<file path="src/rtl/counter_ctrl_pkg.sv">
// Shared definitions for the count sequencer.
// Holds the 2-bit state encoding seen on the state output and the default
// counter / limit width.
package counter_ctrl_pkg;

  localparam int DEFAULT_WIDTH = 4;

  typedef enum logic [1:0] {
    IDLE  = 2'b00,
    RUN   = 2'b01,
    PAUSE = 2'b10,
    DONE  = 2'b11
  } state_t;

endpackage

</file>
<file path="src/rtl/up_counter.sv">
// Datapath counter for the count sequencer.
// Ports:
//   clk   - clock, rising edge active
//   rst   - asynchronous active-high reset, clears count
//   clr   - synchronous clear (has priority over en)
//   en    - increment by one, WIDTH-bit wrap-around arithmetic
//   count - registered counter value
module up_counter
  import counter_ctrl_pkg::*;
#(
  parameter int WIDTH = DEFAULT_WIDTH
) (
  input  logic             clk,
  input  logic             rst,
  input  logic             clr,
  input  logic             en,
  output logic [WIDTH-1:0] count
);

  always_ff @(posedge clk or posedge rst) begin
    if (rst)      count <= '0;
    else if (clr) count <= '0;
    else if (en)  count <= count + WIDTH'(1);
  end

endmodule

</file>
<file path="src/rtl/count_sequencer.sv">
// Start/stop controlled counter sequencer with one-shot and auto-reload modes.
// Ports:
//   clk       - clock, rising edge active
//   rst       - asynchronous active-high reset
//   start     - run request (accept in IDLE/DONE, resume in PAUSE)
//   stop      - pause (RUN) / abort (PAUSE, DONE); beats start on the same edge
//   mode      - 0 one-shot, 1 auto-reload; captured on accept
//   limit     - terminal count; captured on accept
//   start_ack - one-cycle pulse after an accepted start (not on resume)
//   busy      - high in RUN and PAUSE
//   done      - one-cycle pulse after the terminal count was reached
//   count     - current counter value
//   state     - IDLE=00 RUN=01 PAUSE=10 DONE=11
// All outputs come straight from flops.
module count_sequencer
  import counter_ctrl_pkg::*;
#(
  parameter int WIDTH = DEFAULT_WIDTH
) (
  input  logic             clk,
  input  logic             rst,
  input  logic             start,
  input  logic             stop,
  input  logic             mode,
  input  logic [WIDTH-1:0] limit,
  output logic             start_ack,
  output logic             busy,
  output logic             done,
  output logic [WIDTH-1:0] count,
  output logic [1:0]       state
);

  state_t           r_state;
  logic [WIDTH-1:0] r_limit;
  logic             r_mode;
  logic             r_ack;
  logic             r_busy;
  logic             r_done;

  logic [WIDTH-1:0] w_count;
  logic             w_clr;
  logic             w_en;
  logic             w_at_term;

  assign w_at_term = (w_count == r_limit);

  // Counter control. Clearing is only needed when leaving for a fresh run,
  // on auto-reload wrap, or on abort to IDLE; everything else holds.
  always_comb begin
    w_clr = 1'b0;
    w_en  = 1'b0;
    case (r_state)
      IDLE:  w_clr = start && !stop;
      RUN: begin
        if (!stop) begin
          if (w_at_term) w_clr = r_mode;
          else           w_en  = 1'b1;
        end
      end
      PAUSE: w_clr = stop;
      DONE:  w_clr = stop || start;
      default: w_clr = 1'b1;
    endcase
  end

  up_counter #(.WIDTH(WIDTH)) u_cnt (
    .clk   (clk),
    .rst   (rst),
    .clr   (w_clr),
    .en    (w_en),
    .count (w_count)
  );

  always_ff @(posedge clk or posedge rst) begin
    if (rst) begin
      r_state <= IDLE;
      r_limit <= '0;
      r_mode  <= 1'b0;
      r_ack   <= 1'b0;
      r_busy  <= 1'b0;
      r_done  <= 1'b0;
    end else begin
      r_ack  <= 1'b0;
      r_done <= 1'b0;
      case (r_state)
        IDLE: begin
          if (start && !stop) begin
            r_state <= RUN;
            r_limit <= limit;
            r_mode  <= mode;
            r_ack   <= 1'b1;
            r_busy  <= 1'b1;
          end
        end
        RUN: begin
          if (stop) begin
            r_state <= PAUSE;
          end else if (w_at_term) begin
            r_done <= 1'b1;
            if (!r_mode) begin
              r_state <= DONE;
              r_busy  <= 1'b0;
            end
          end
        end
        PAUSE: begin
          if (stop) begin
            r_state <= IDLE;
            r_busy  <= 1'b0;
          end else if (start) begin
            // resume: limit/mode stay as captured, no acknowledge
            r_state <= RUN;
          end
        end
        DONE: begin
          if (stop) begin
            r_state <= IDLE;
          end else if (start) begin
            r_state <= RUN;
            r_limit <= limit;
            r_mode  <= mode;
            r_ack   <= 1'b1;
            r_busy  <= 1'b1;
          end
        end
        default: begin
          r_state <= IDLE;
          r_busy  <= 1'b0;
        end
      endcase
    end
  end

  assign start_ack = r_ack;
  assign busy      = r_busy;
  assign done      = r_done;
  assign count     = w_count;
  assign state     = r_state;

endmodule

</file>
<file path="config.mk">
export PLATFORM = sky130hd
export DESIGN_NAME = count_sequencer
export DESIGN_NICKNAME = d
export VERILOG_FILES = /design/src/rtl/counter_ctrl_pkg.sv /design/src/rtl/up_counter.sv /design/src/rtl/count_sequencer.sv
export SDC_FILE = /design/constraint.sdc
export NUM_CORES = 1
export LEC_CHECK = 0
export BUFFER_PORTS_ARGS = -buffer_cell sky130_fd_sc_hd__clkbuf_2
export CAP_MARGIN = 40
export CORE_UTILIZATION = 50
export CTS_BUF_LIST = sky130_fd_sc_hd__clkbuf_4
export DETAILED_ROUTE_END_ITERATION = 12
export GPL_TIMING_DRIVEN = 0
export PLACE_DENSITY = 0.77
export SLEW_MARGIN = 5
export SYNTH_ARGS = -nofsm -noshare
export SYNTH_HDL_FRONTEND = slang
export SYNTH_SLANG_ARGS = --single-unit
</file>
<file path="constraint.sdc">
create_clock -name clk -period 4.8 [get_ports clk]
set_input_delay 0.48 -clock clk [delete_from_list [all_inputs] [get_ports clk]]
set_output_delay 0.48 -clock clk [all_outputs]
set_load 0.005 [all_outputs]
</file>
-- Yosys cells after proc, flatten, opt, wreduce, memory -nomap -nowiden
Index checks and enable logic that the tools add are counted.
- flip-flop bits (word level): 14
- bits of input ports: 9
- output and inout bits: 9
- logic and storage cells: 70
- add/sub/neg operators: 1
- eq/ne operators: 14
- multiplexer cells: 38
- reductions and logical operators: 10
- operators by type and width (operator ; number):
    2-to-1 mux 1 bit ; 21
    2-to-1 mux 4 bit ; 5
    != test 2 bit, second input constant ; 7
    2-to-1 mux 2 bit ; 6
    one-hot mux 1 bit (4 select lines) ; 2
    one-hot mux 4 bit (2 select lines) ; 1
    AND reduction 4 bit ; 2
    AND reduction 7 bit ; 1
    != test 3 bit, second input constant ; 2
    one-hot mux 2 bit (3 select lines) ; 1
    adder 4 x 1 -> 4 bit, second input constant ; 1
    equality test 2 bit, second input constant ; 2
    equality test 4 bit ; 1
    one-hot mux 1 bit (2 select lines) ; 2
    nonzero test 2 bit ; 2
    != test 3 x 1 -> 1 bit, second input constant ; 1
    equality test 2 x 1 -> 1 bit, second input constant ; 1
    zero test 2 bit ; 1
    OR reduction 2 bit ; 1
    logical AND 1 bit ; 1
    zero test 1 bit ; 1
    logical OR 1 bit ; 1

-- Longest topological paths before layout
Gate-level depths: netlist of the first run.
- word-level depth: 6
- depth in mapped cells: 6
- mapped depth without buffers: 6

-- Modules after synthesis
A second synthesis of the first run with hierarchy kept.
- cells, all modules: 80
- area total of the unflattened synthesis: 858.3 µm²
- by module, submodules not included (module ; times used ; cells each ; area an instance (µm²)):
    count_sequencer ; 1 ; 63 ; 661.9
    up_counter ; 1 ; 17 ; 196.4

-- Least setup slack after synthesis of the first run
Ideal clock, no wire load.
- path type: reg-to-reg
- start: register r_state[0], in the netlist state[0]
- end: register u_cnt.count[3]
- setup time: 65 ps
- data arrival time: 1630 ps
- required time: 4735 ps
- path slack: 3105 ps
- cell stages (with the launch flop): 7
- clock period less this slack: 1695 ps
- cell sequence: dfrtp_1 -> inv_1 -> ha_1 -> or2_2 -> a221oi_1 -> o31ai_2 -> o2bb2a_2
- cells in the longest elaborated chain, start to end: 3
- elaborated cells between the ends (all ways): 8
- classes of those cells: eq/ne (3); mux (3); reduce/logical (2)
- ends and longest elaborated chain (element ; line ; text):
    start: declaration ; count_sequencer.sv:33 ; state_t r_state;
    start signal: assignment ; count_sequencer.sv:76 ; r_state <= IDLE;
    start signal: assignment ; count_sequencer.sv:88 ; r_state <= RUN;
    start signal: assignment ; count_sequencer.sv:97 ; r_state <= PAUSE;
    equality test 2 bit (tied with other cells) ; count_sequencer.sv:52 ; case (r_state)
    one-hot mux 1 bit (4 select lines) or 2-to-1 mux 1 bit (tied branches) ; count_sequencer.sv:52 ;
    2-to-1 mux 4 bit or nonzero test 2 bit (tied branches) ; -- ;
    end signal: assignment ; up_counter.sv:23 ; else if (en) count <= count + WIDTH'(1);
    end: declaration ; up_counter.sv:17 ; output logic [WIDTH-1:0] count
Parallel ways exist; a longest one is shown, timed or not.
A chain may end at the register's enable or synchronous reset.

-- Worst setup path after layout of the first run
Same ends and word-level chain as after synthesis.

==> flow_summary.ini, run 1 <==
[timing]
rsz0062_at_grt = no
slew_violations = 0
setup_viol = 0
max-slew-margin-rel_pct = 65.7
setup_tns_ps = 0
max_freq_mhz = 539
finalCriticalPeriod_ps = 1860
fin_skew_ps = 0.555
finalCritPeriodShare_pct = 38.7
worst_pin_slew_ps = 514
hold_viol = 0

[detailed_routing]
viasPerCell = 5.84
antenna_left = 0
drt-total-wl_microns = 1490
num_vias = 660
drtPass1Iterations = 4
drc = 0
initialDrtViolationCount = 12
wl_per_cell_microns = 13.2

[clock_network]
clk_path_buf_depth = 2
insertion_delay_ps = 290
clkSinkCount = 14
clockRootBuffer = clkbuf_4
h-tree-depth = 1
post_cts_resized = 0
post_cts_buffers = 0
path_clk_slew_ps = 90
tritoncts = yes
cts_buffers = 3
hold_buffers = 0

[synthesis]
synthSimpleGateAreaFrac_pct = 14.7
synth-xor-area-share_pct = 7.19
synth_cells = 76
ys_seq_area_share_pct = 42.8
synthTopCellsByCount = 14 x dfrtp_1, 7 x inv_1, 7 x nor2_1
synth_area_leaders = dfrtp_1 43%, ha_1 7.6%, mux2_2 5.5%
yosys.area.top_type_share_pct = 42.8
ys_seq_elements = 14
synth_adder_area_share_pct = 7.65
synth-main-ff-cell = dfrtp_1
syn_area_sq_um = 818
ys_types = 31
synth_top_family_by_area = compound AO/OA/AOI/OAI gates
ys_warn_count = 0
post-synth-top-count-cell = dfrtp_1
synth_compound_area_share_pct = 16.5
postSynthAreaPerCell_sq_um = 10.8
synthMuxAreaShare_pct = 7.95
synth_edf_count = 0
yosysTopAreaCell = dfrtp_1
synth_nets = 90
async_reset_ff_share_pct = 100

[power_and_ir_drop]
p_per_area_mw_per_mm2 = 577
finalPower_uw = 548
power.leakage_uw = 0.000451
peakVddDrop_mv = 0.359

[critical_path]
start_kind = register
crit_type = reg2reg
critical_path.top_delay_family = compound AO/OA/AOI/OAI gates
critical-path-max-stage-delay_ps = 410
cpMaxStageDelayCell = dfrtp_1
cp.required_ps = 5040
crit_fanout = 5
cp-end-kind = register
cp_num_buf_inv = 1
crit_path_cell_trace = inv_1 > ha_1 > or2_2 > a221oi_1 > o31ai_2 > o2bb2a_2
arrival_ps = 2090

[run]
maxCapViolations = 0

[cells_and_area]
final_cell_area_sq_um = 950
layout-drive-gt1-share_pct = 32.0
nets = 112
area_growth_pct = 16.1
final_cells = 113
n_antenna_cell = 0

[floorplan]
die_height_microns = 42.5
io_pins = 18
die_w_microns = 42.5
core_region_area_sq_mm = 0.00152
die_area_sq_mm = 0.00180
rows = 14
start_util_pct = 53.7

[run_status]
status = finished, final reports clean

[grt]
globalRouteOverflowTotal = 0
grt_max_degree = 15
antenna_found_initial = 0
first_global_vias = 599
track_usage_pct = 21.4
grt_pass1_wl_microns = 2680

[place]
dp_hpwl_microns = 1120
dpl.cell_count = 109
place_area_sq_um = 923
gp_congestion = 0.837
port-buffer-count = 17

[worst_hold_path]
worst_hold_path_type = in2async
## cell usage in the layout (no fill, tap or decap), types with 3 or more instances in the layout
master,count
a21oi_1,3
clkbuf_2,17
clkbuf_4,3
dfrtp_1,14
ha_1,5
inv_1,7
mux2_2,4
nand2_1,3
nand2b_1,3
nor2_1,7
xnor2_1,3
## registers in the layout, summed over array words and instances, names as in the netlist
name / cells
start_ack: 1
done: 1
r_mode: 1
state: 2
r_limit: 4
busy: 1
u_cnt.count: 4
## layer usage
metal / wire length (microns) / global-route usage (%) / up-vias / share of wire [%]
met3: 62 / 6.47 / 5 / 4.2
met1: 697 / 26.3 / 318 / 47
met4: 52 / 15.0 / 0 / 3.5
met2: 678 / 31.7 / 20 / 45
met5: 0 / 0 / - / 0
li1: - / - / 317 / -
## power by group
group | switching, uW | internal [uW] | leakage [uW]
clock network | 42.3 | 30.3 | 0.0000154
logic | 142 | 132 | 0.000257
registers | 41.5 | 160 | 0.000179
## per-stage QoR
stage	setup slack (ps)	hold WS (ps)	utilization, %
2_1_floorplan	3110	369	-
3_3_place_gp	3010	513	60.6
3_5_place_dp	2970	522	60.6
4_1_cts	2950	205	62.3
5_1_grt	2800	230	62.3
6_report	2940	181	62.3
## cell type report
cell class	instances	area, sq um
sequential	14	350
clock inverter	1	3.75
fill	128	574
clock buffer	3	22.5
inverter	7	26.3
multi-input combinational	55	442
timing repair buffer	17	85.1
tap	16	20.0
## kinds of logic (layout without fill, tap and decap cells)
logic type                 Yosys count  count (layout)
and+or+nand+nor                     23              23
buffers and inverters                7              28
DFF                                 14              14
AOI/OAI and AO/OA                   16              16
xor gates and xnor gates             5               5
muxes                                6               6
adders and majority gates            5               5
## worst paths after layout
check	start	to	slack (ps)	depth (start not counted)
setup / recovery	state[0]	u_cnt.count[3]	2940	6
hold / removal	rst	r_mode	180	2
setup reg to reg	state[0]	u_cnt.count[3]	2940	6
hold reg to reg	r_limit[3]	r_limit[3]	540	1
max in group asynchronous	rst	busy	4280	2
min in group clk	mode	r_mode	390	3
Note: power is estimated with default switching activity, not from simulation.
==> run 2, diff against run 1 <==
--- a/config.mk
+++ b/config.mk
@@ -5,13 +5,14 @@
 export SDC_FILE = /design/constraint.sdc
 export NUM_CORES = 1
 export LEC_CHECK = 0
+export ABC_AREA = 1
 export BUFFER_PORTS_ARGS = -buffer_cell sky130_fd_sc_hd__clkbuf_2
 export CAP_MARGIN = 40
 export CORE_UTILIZATION = 50
 export CTS_BUF_LIST = sky130_fd_sc_hd__clkbuf_4
 export DETAILED_ROUTE_END_ITERATION = 12
 export GPL_TIMING_DRIVEN = 0
-export PLACE_DENSITY = 0.77
+export PLACE_DENSITY = 0.8
 export SLEW_MARGIN = 5
 export SYNTH_ARGS = -nofsm -noshare
 export SYNTH_HDL_FRONTEND = slang
==> constraint.sdc (replaced) <==
create_clock -name clk -period 1.5 [get_ports clk]
set_input_delay 0.15 -clock clk [delete_from_list [all_inputs] [get_ports clk]]
set_output_delay 0.15 -clock clk [all_outputs]
set_load 0.005 [all_outputs]
==> flow_summary.ini, run 2 <==
[run_status]
status = finished, final reports clean

[grt]
globalRouteOverflowTotal = 0
antenna_found_initial = 0
first_global_vias = 711
track_usage_pct = 20.3
grt_pass1_wl_microns = 2900
grt_max_degree = 15

[cells_and_area]
n_fill_cell = 125
final_common_cell = nand2_1
nets = 154
final_cell_mix = 20 x nand2_1, 17 x clkbuf_2, 13 x inv_1, 13 x dfrtp_1, 11 x nor2_1
layout-drive-gt1-share_pct = 42.4
n_antenna_cell = 0
finish.utilization_pct = 69.9
area_growth_pct = 24.6

[synthesis]
yosys.area.top_type_share_pct = 39.2
synthSimpleGateAreaFrac_pct = 34.5
synth_adder_area_share_pct = 6.99
synth_edf_count = 0
synth_nets = 128
synth_area_leaders = dfrtp_1 39%, nand2_1 9.7%, ha_1 7.0%
ys_seq_elements = 14
ys_types = 20
async_reset_ff_share_pct = 100
postSynthAreaPerCell_sq_um = 7.85
synth-main-ff-cell = dfrtp_1
post-synth-top-count-cell = nand2_1
ys_seq_area_share_pct = 39.2
synth_cells = 114
synth_top_family_by_area = simple AND/OR/NAND/NOR gates
synth-xor-area-share_pct = 0.979
synth_compound_area_share_pct = 8.53
ys_warn_count = 0
synthMuxAreaShare_pct = 0
yosysTopAreaCell = dfrtp_1
syn_area_sq_um = 895
synthTopCellsByCount = 23 x nand2_1, 16 x inv_1, 14 x dfrtp_1

[detailed_routing]
drt-total-wl_microns = 1830
drc = 0
wl_per_cell_microns = 11.2
num_vias = 769
drtPass1Iterations = 4
initialDrtViolationCount = 12
viasPerCell = 4.72
antenna_left = 0

[floorplan]
die_w_microns = 44.3
rows = 14
die_height_microns = 44.3
io_pins = 18
start_util_pct = 56.1
core_region_area_sq_mm = 0.00159
die_area_sq_mm = 0.00196

[power_and_ir_drop]
p_per_area_mw_per_mm2 = 1790
finalPower_uw = 2000
peakVddDrop_mv = 1.09
power.leakage_uw = 0.000612

[timing]
hold_viol = 0
max_freq_mhz = 679
timing.hold.ws_ps = 109
setup_viol = 0
worst_pin_slew_ps = 520
slew_violations = 0
postLayoutSetupSlackWorst_ps = 28.1
rsz0062_at_grt = yes
finalCritPeriodShare_pct = 98.1
finalCriticalPeriod_ps = 1470
fin_skew_ps = 5.95
max-slew-margin-rel_pct = 65.3

[place]
port-buffer-count = 17
dp_hpwl_microns = 1340
place_ws_ps = -43.0
gp_congestion = 0.842

[clock_network]
clkSinkCount = 14
clockRootBuffer = clkbuf_4
tritoncts = yes
cts_buffers = 3
h-tree-depth = 1
insertion_delay_ps = 280
path_clk_slew_ps = 90
clk_path_buf_depth = 2

[worst_hold_path]
whs_path_depth = 3
worst_hold_path_type = in2reg
hold_end = r_limit[0]
hold_path.startpoint = limit[0]

[critical_path]
cp-end-kind = register
crit_fanout = 4
arrival_ps = 1650
r2r_slack_ps = 30
r2r_cells = 9
start_kind = register
r2r_start = state[0]
crit_type = reg2reg
cp.required_ps = 1680
r2r_end = state[1]

[run]
maxCapViolations = 0
==> run 2: cell type report <==
type	count	area [sq um]	area share, %
clock inverter	1	3.75	0.337
buffer	1	7.51	0.673
sequential	14	352	31.5
timing repair buffer	21	118	10.5
tap	24	30.0	2.69
multi-input combinational	77	499	44.8
clock buffer	3	22.5	2.02
inverter	22	82.6	7.41
==> run 2: logic make-up (layout without fill, tap and decap cells) <==
logic type / count (synthesis) / after routing
and+or+nand+nor: 58 / 58
buffers and inverters: 23 / 48
DFF: 14 / 14
AOI/OAI and AO/OA: 13 / 13
adders and majority gates: 5 / 5
xor gates and xnor gates: 1 / 1
==> run 2: how the worst max path moves through the flow <==
stage	from	endpoint	slack (ps)
after floorplan	state[1]	u_cnt.count[0]	120
after global placement	state[1]	u_cnt.count[3]	50
after detailed placement	state[0]	r_limit[1]	-40
after CTS	state[1]	u_cnt.count[0]	7
after global routing	state[0]	state[1]	-80
final	state[0]	state[1]	30
==> run 2: per-stage QoR <==
stage          cell area, sq um  setup TNS [ps]  instances
2_1_floorplan               895               0        114
3_3_place_gp               1010               0        155
3_5_place_dp               1010            -197        155
4_1_cts                    1060               0        160
5_1_grt                    1110            -119        163
6_report                   1110               0        163
==> run 2: power by group <==
part	internal, uW	switching [uW]
clock network	96.6	129
logic	478	677
registers	510	109
==> run 2: worst max-delay path, stage by stage (launching register included) <==
cell and delay, ps:
dfrtp_2 440, ha_2 200, inv_2 70, nand2_2 70, nand2_2 80, nor2_1 60, nor3_4 210, nand2_4 90
nor2_2 90, a21oi_1 50
==> run 2: routing by layer <==
metal  track usage, %  part of all wire [%]  vias to the layer above
met4             7.27                   1.3                        0
met5                0                     0                        -
met3             3.67                   4.6                        4
met1             26.8                    45                      346
met2             33.5                    49                       19
li1                 -                     -                      400
==> run 2: timing repair <==
action / in CTS / in global routing
hold buffers: 1 / 0
endpoints found under the hold margin: 14 / 0
resized for setup: 4 / 15
endpoints found under the setup margin: 8 / 11
buffers inserted: 0 / 3
pin swaps: 0 / 2
==> run 3, diff against run 2 <==
--- a/config.mk
+++ b/config.mk
@@ -13,6 +13,7 @@
 export DETAILED_ROUTE_END_ITERATION = 12
 export GPL_TIMING_DRIVEN = 0
 export PLACE_DENSITY = 0.8
+export REMOVE_ABC_BUFFERS = 1
 export SLEW_MARGIN = 5
 export SYNTH_ARGS = -nofsm -noshare
 export SYNTH_HDL_FRONTEND = slang
==> flow_summary.ini, run 3 (synthesis gave the netlist of run 2 again) <==
[clock_network]
clk_path_buf_depth = 2
h-tree-depth = 1
insertion_delay_ps = 280
tritoncts = yes
clkSinkCount = 14
clockRootBuffer = clkbuf_4
cts_buffers = 3
path_clk_slew_ps = 90

[critical_path]
r2r_start = state[1]
crit_fanout = 6
startpoint = state[1]
cp-end-kind = register
start_kind = register
cp.required_ps = 1680
r2r_slack_ps = -30
arrival_ps = 1710
r2r_end = u_cnt.count[0]
r2r_cells = 9
endpoint = u_cnt.count[0]
crit_type = reg2reg

[floorplan]
die_area_sq_mm = 0.00196
die_height_microns = 44.3
io_pins = 18
core_region_area_sq_mm = 0.00159
rows = 14
die_w_microns = 44.3
start_util_pct = 56.1

[run]
maxCapViolations = 0

[detailed_routing]
drc = 0
antenna_left = 0
wl_per_cell_microns = 13.5
drtPass1Iterations = 7
drt-total-wl_microns = 2190
initialDrtViolationCount = 18
num_vias = 857
viasPerCell = 5.29

[grt]
grt_pass1_wl_microns = 2940
antenna_found_initial = 0
track_usage_pct = 20.9
grt_max_degree = 15
first_global_vias = 719
globalRouteOverflowTotal = 0

[timing]
setup_viol = 3
finalCritPeriodShare_pct = 102
hold_viol = 0
finalCriticalPeriod_ps = 1530
worst_pin_slew_ps = 561
max_freq_mhz = 654
slew_violations = 0
max-slew-margin-rel_pct = 62.6
fin_skew_ps = 3.92
postLayoutSetupSlackWorst_ps = -28.5
rsz0062_at_grt = yes

[power_and_ir_drop]
peakVddDrop_mv = 0.963
power.leakage_uw = 0.000622
p_per_area_mw_per_mm2 = 1860
finalPower_uw = 2190

[cells_and_area]
n_fill_cell = 116
finish.utilization_pct = 73.9
final_cell_area_sq_mm = 0.00118
final_cell_mix = 18 x nand2_1, 17 x clkbuf_2, 13 x inv_1, 13 x dfrtp_1, 10 x nor2_1
n_antenna_cell = 0
final_common_cell = nand2_1
nets = 153
area_growth_pct = 31.6
regArea_sq_um = 352
layout-drive-gt1-share_pct = 49.3
multi_input_area_sq_um = 567

[place]
gp_congestion = 0.789
port-buffer-count = 17
place_area_sq_mm = 0.00101
dp_hpwl_microns = 1380

[worst_hold_path]
worst_hold_path_type = in2reg

[run_status]
status = finished, violations left
violations = negative setup slack
==> run 3: changes by cell type in the layout (fill, tap and decap cells not counted), sizes merged <==
| cell | delta |
|---|---|
| buf | -1 |
==> run 3: power by group <==
| group | total [uW] | switching (uW) | internal (uW) |
|---|---|---|---|
| registers | 625 | 115 | 510 |
| logic | 1340 | 804 | 540 |
| clock network | 220 | 124 | 96.4 |
| total | 2190 | 1040 | 1150 |
==> run 3: cell type report <==
cell class              instances  area share, %
multi-input cells              77           48.1
flip-flops and latches         14           29.9
repair buffers                 21           9.99
inverters                      22           7.23
well taps                      24           2.55
clock buffers                   3           1.91
clock inverters                 1          0.319
==> run 3: repair_timing <==
action / CTS / global route
setup buffers: 0 / 2
setup endpoints to repair: 12 / 8
gates resized for setup: 9 / 24
pin swaps: 0 / 5
hold buffers: 1 / 0
hold endpoints to repair: 14 / 0
==> run 3: metal layers <==
layer	vias up	global-route usage [%]	share of wire [%]
li1	400	-	-
met1	414	26.5	40
met2	35	34.1	53
met3	8	5.31	3.7
met4	0	8.48	3.5
met5	-	0	0
==> run 3: how the worst min path moves through the flow <==
stage                            end  depth (start not counted)  startpoint
after floorplan                 busy                          1         rst
after global placement        r_mode                          2         rst
after detailed placement        busy                          2         rst
after CTS                 r_limit[2]                          3    limit[2]
after global routing      r_limit[0]                          3    limit[0]
final                     r_limit[1]                          3    limit[1]
==> run 3: stage by stage <==
| step | cells | TNS (ps) | hold slack (ps) | worst slack [ps] |
|---|---|---|---|---|
| floorplan | 113 | -780 | 39.2 | -142 |
| global placement | 154 | -3040 | 188 | -524 |
| detailed placement | 155 | -1310 | 201 | -264 |
| CTS | 160 | 0 | 106 | 2.13 |
| global route | 162 | -400 | 120 | -91.5 |
| finish | 162 | -60.0 | 112 | -28.5 |
==> run 3: critical path, cell delays in order, from the launching register on <==
cell and delay [ps]:
dfrtp_1 430, inv_2 140, ha_4 180, nand2_4 70, nor2_4 170, nand3_2 100, nand2_2 100, nand2_4 90
nand3_2 90, nand2_2 60
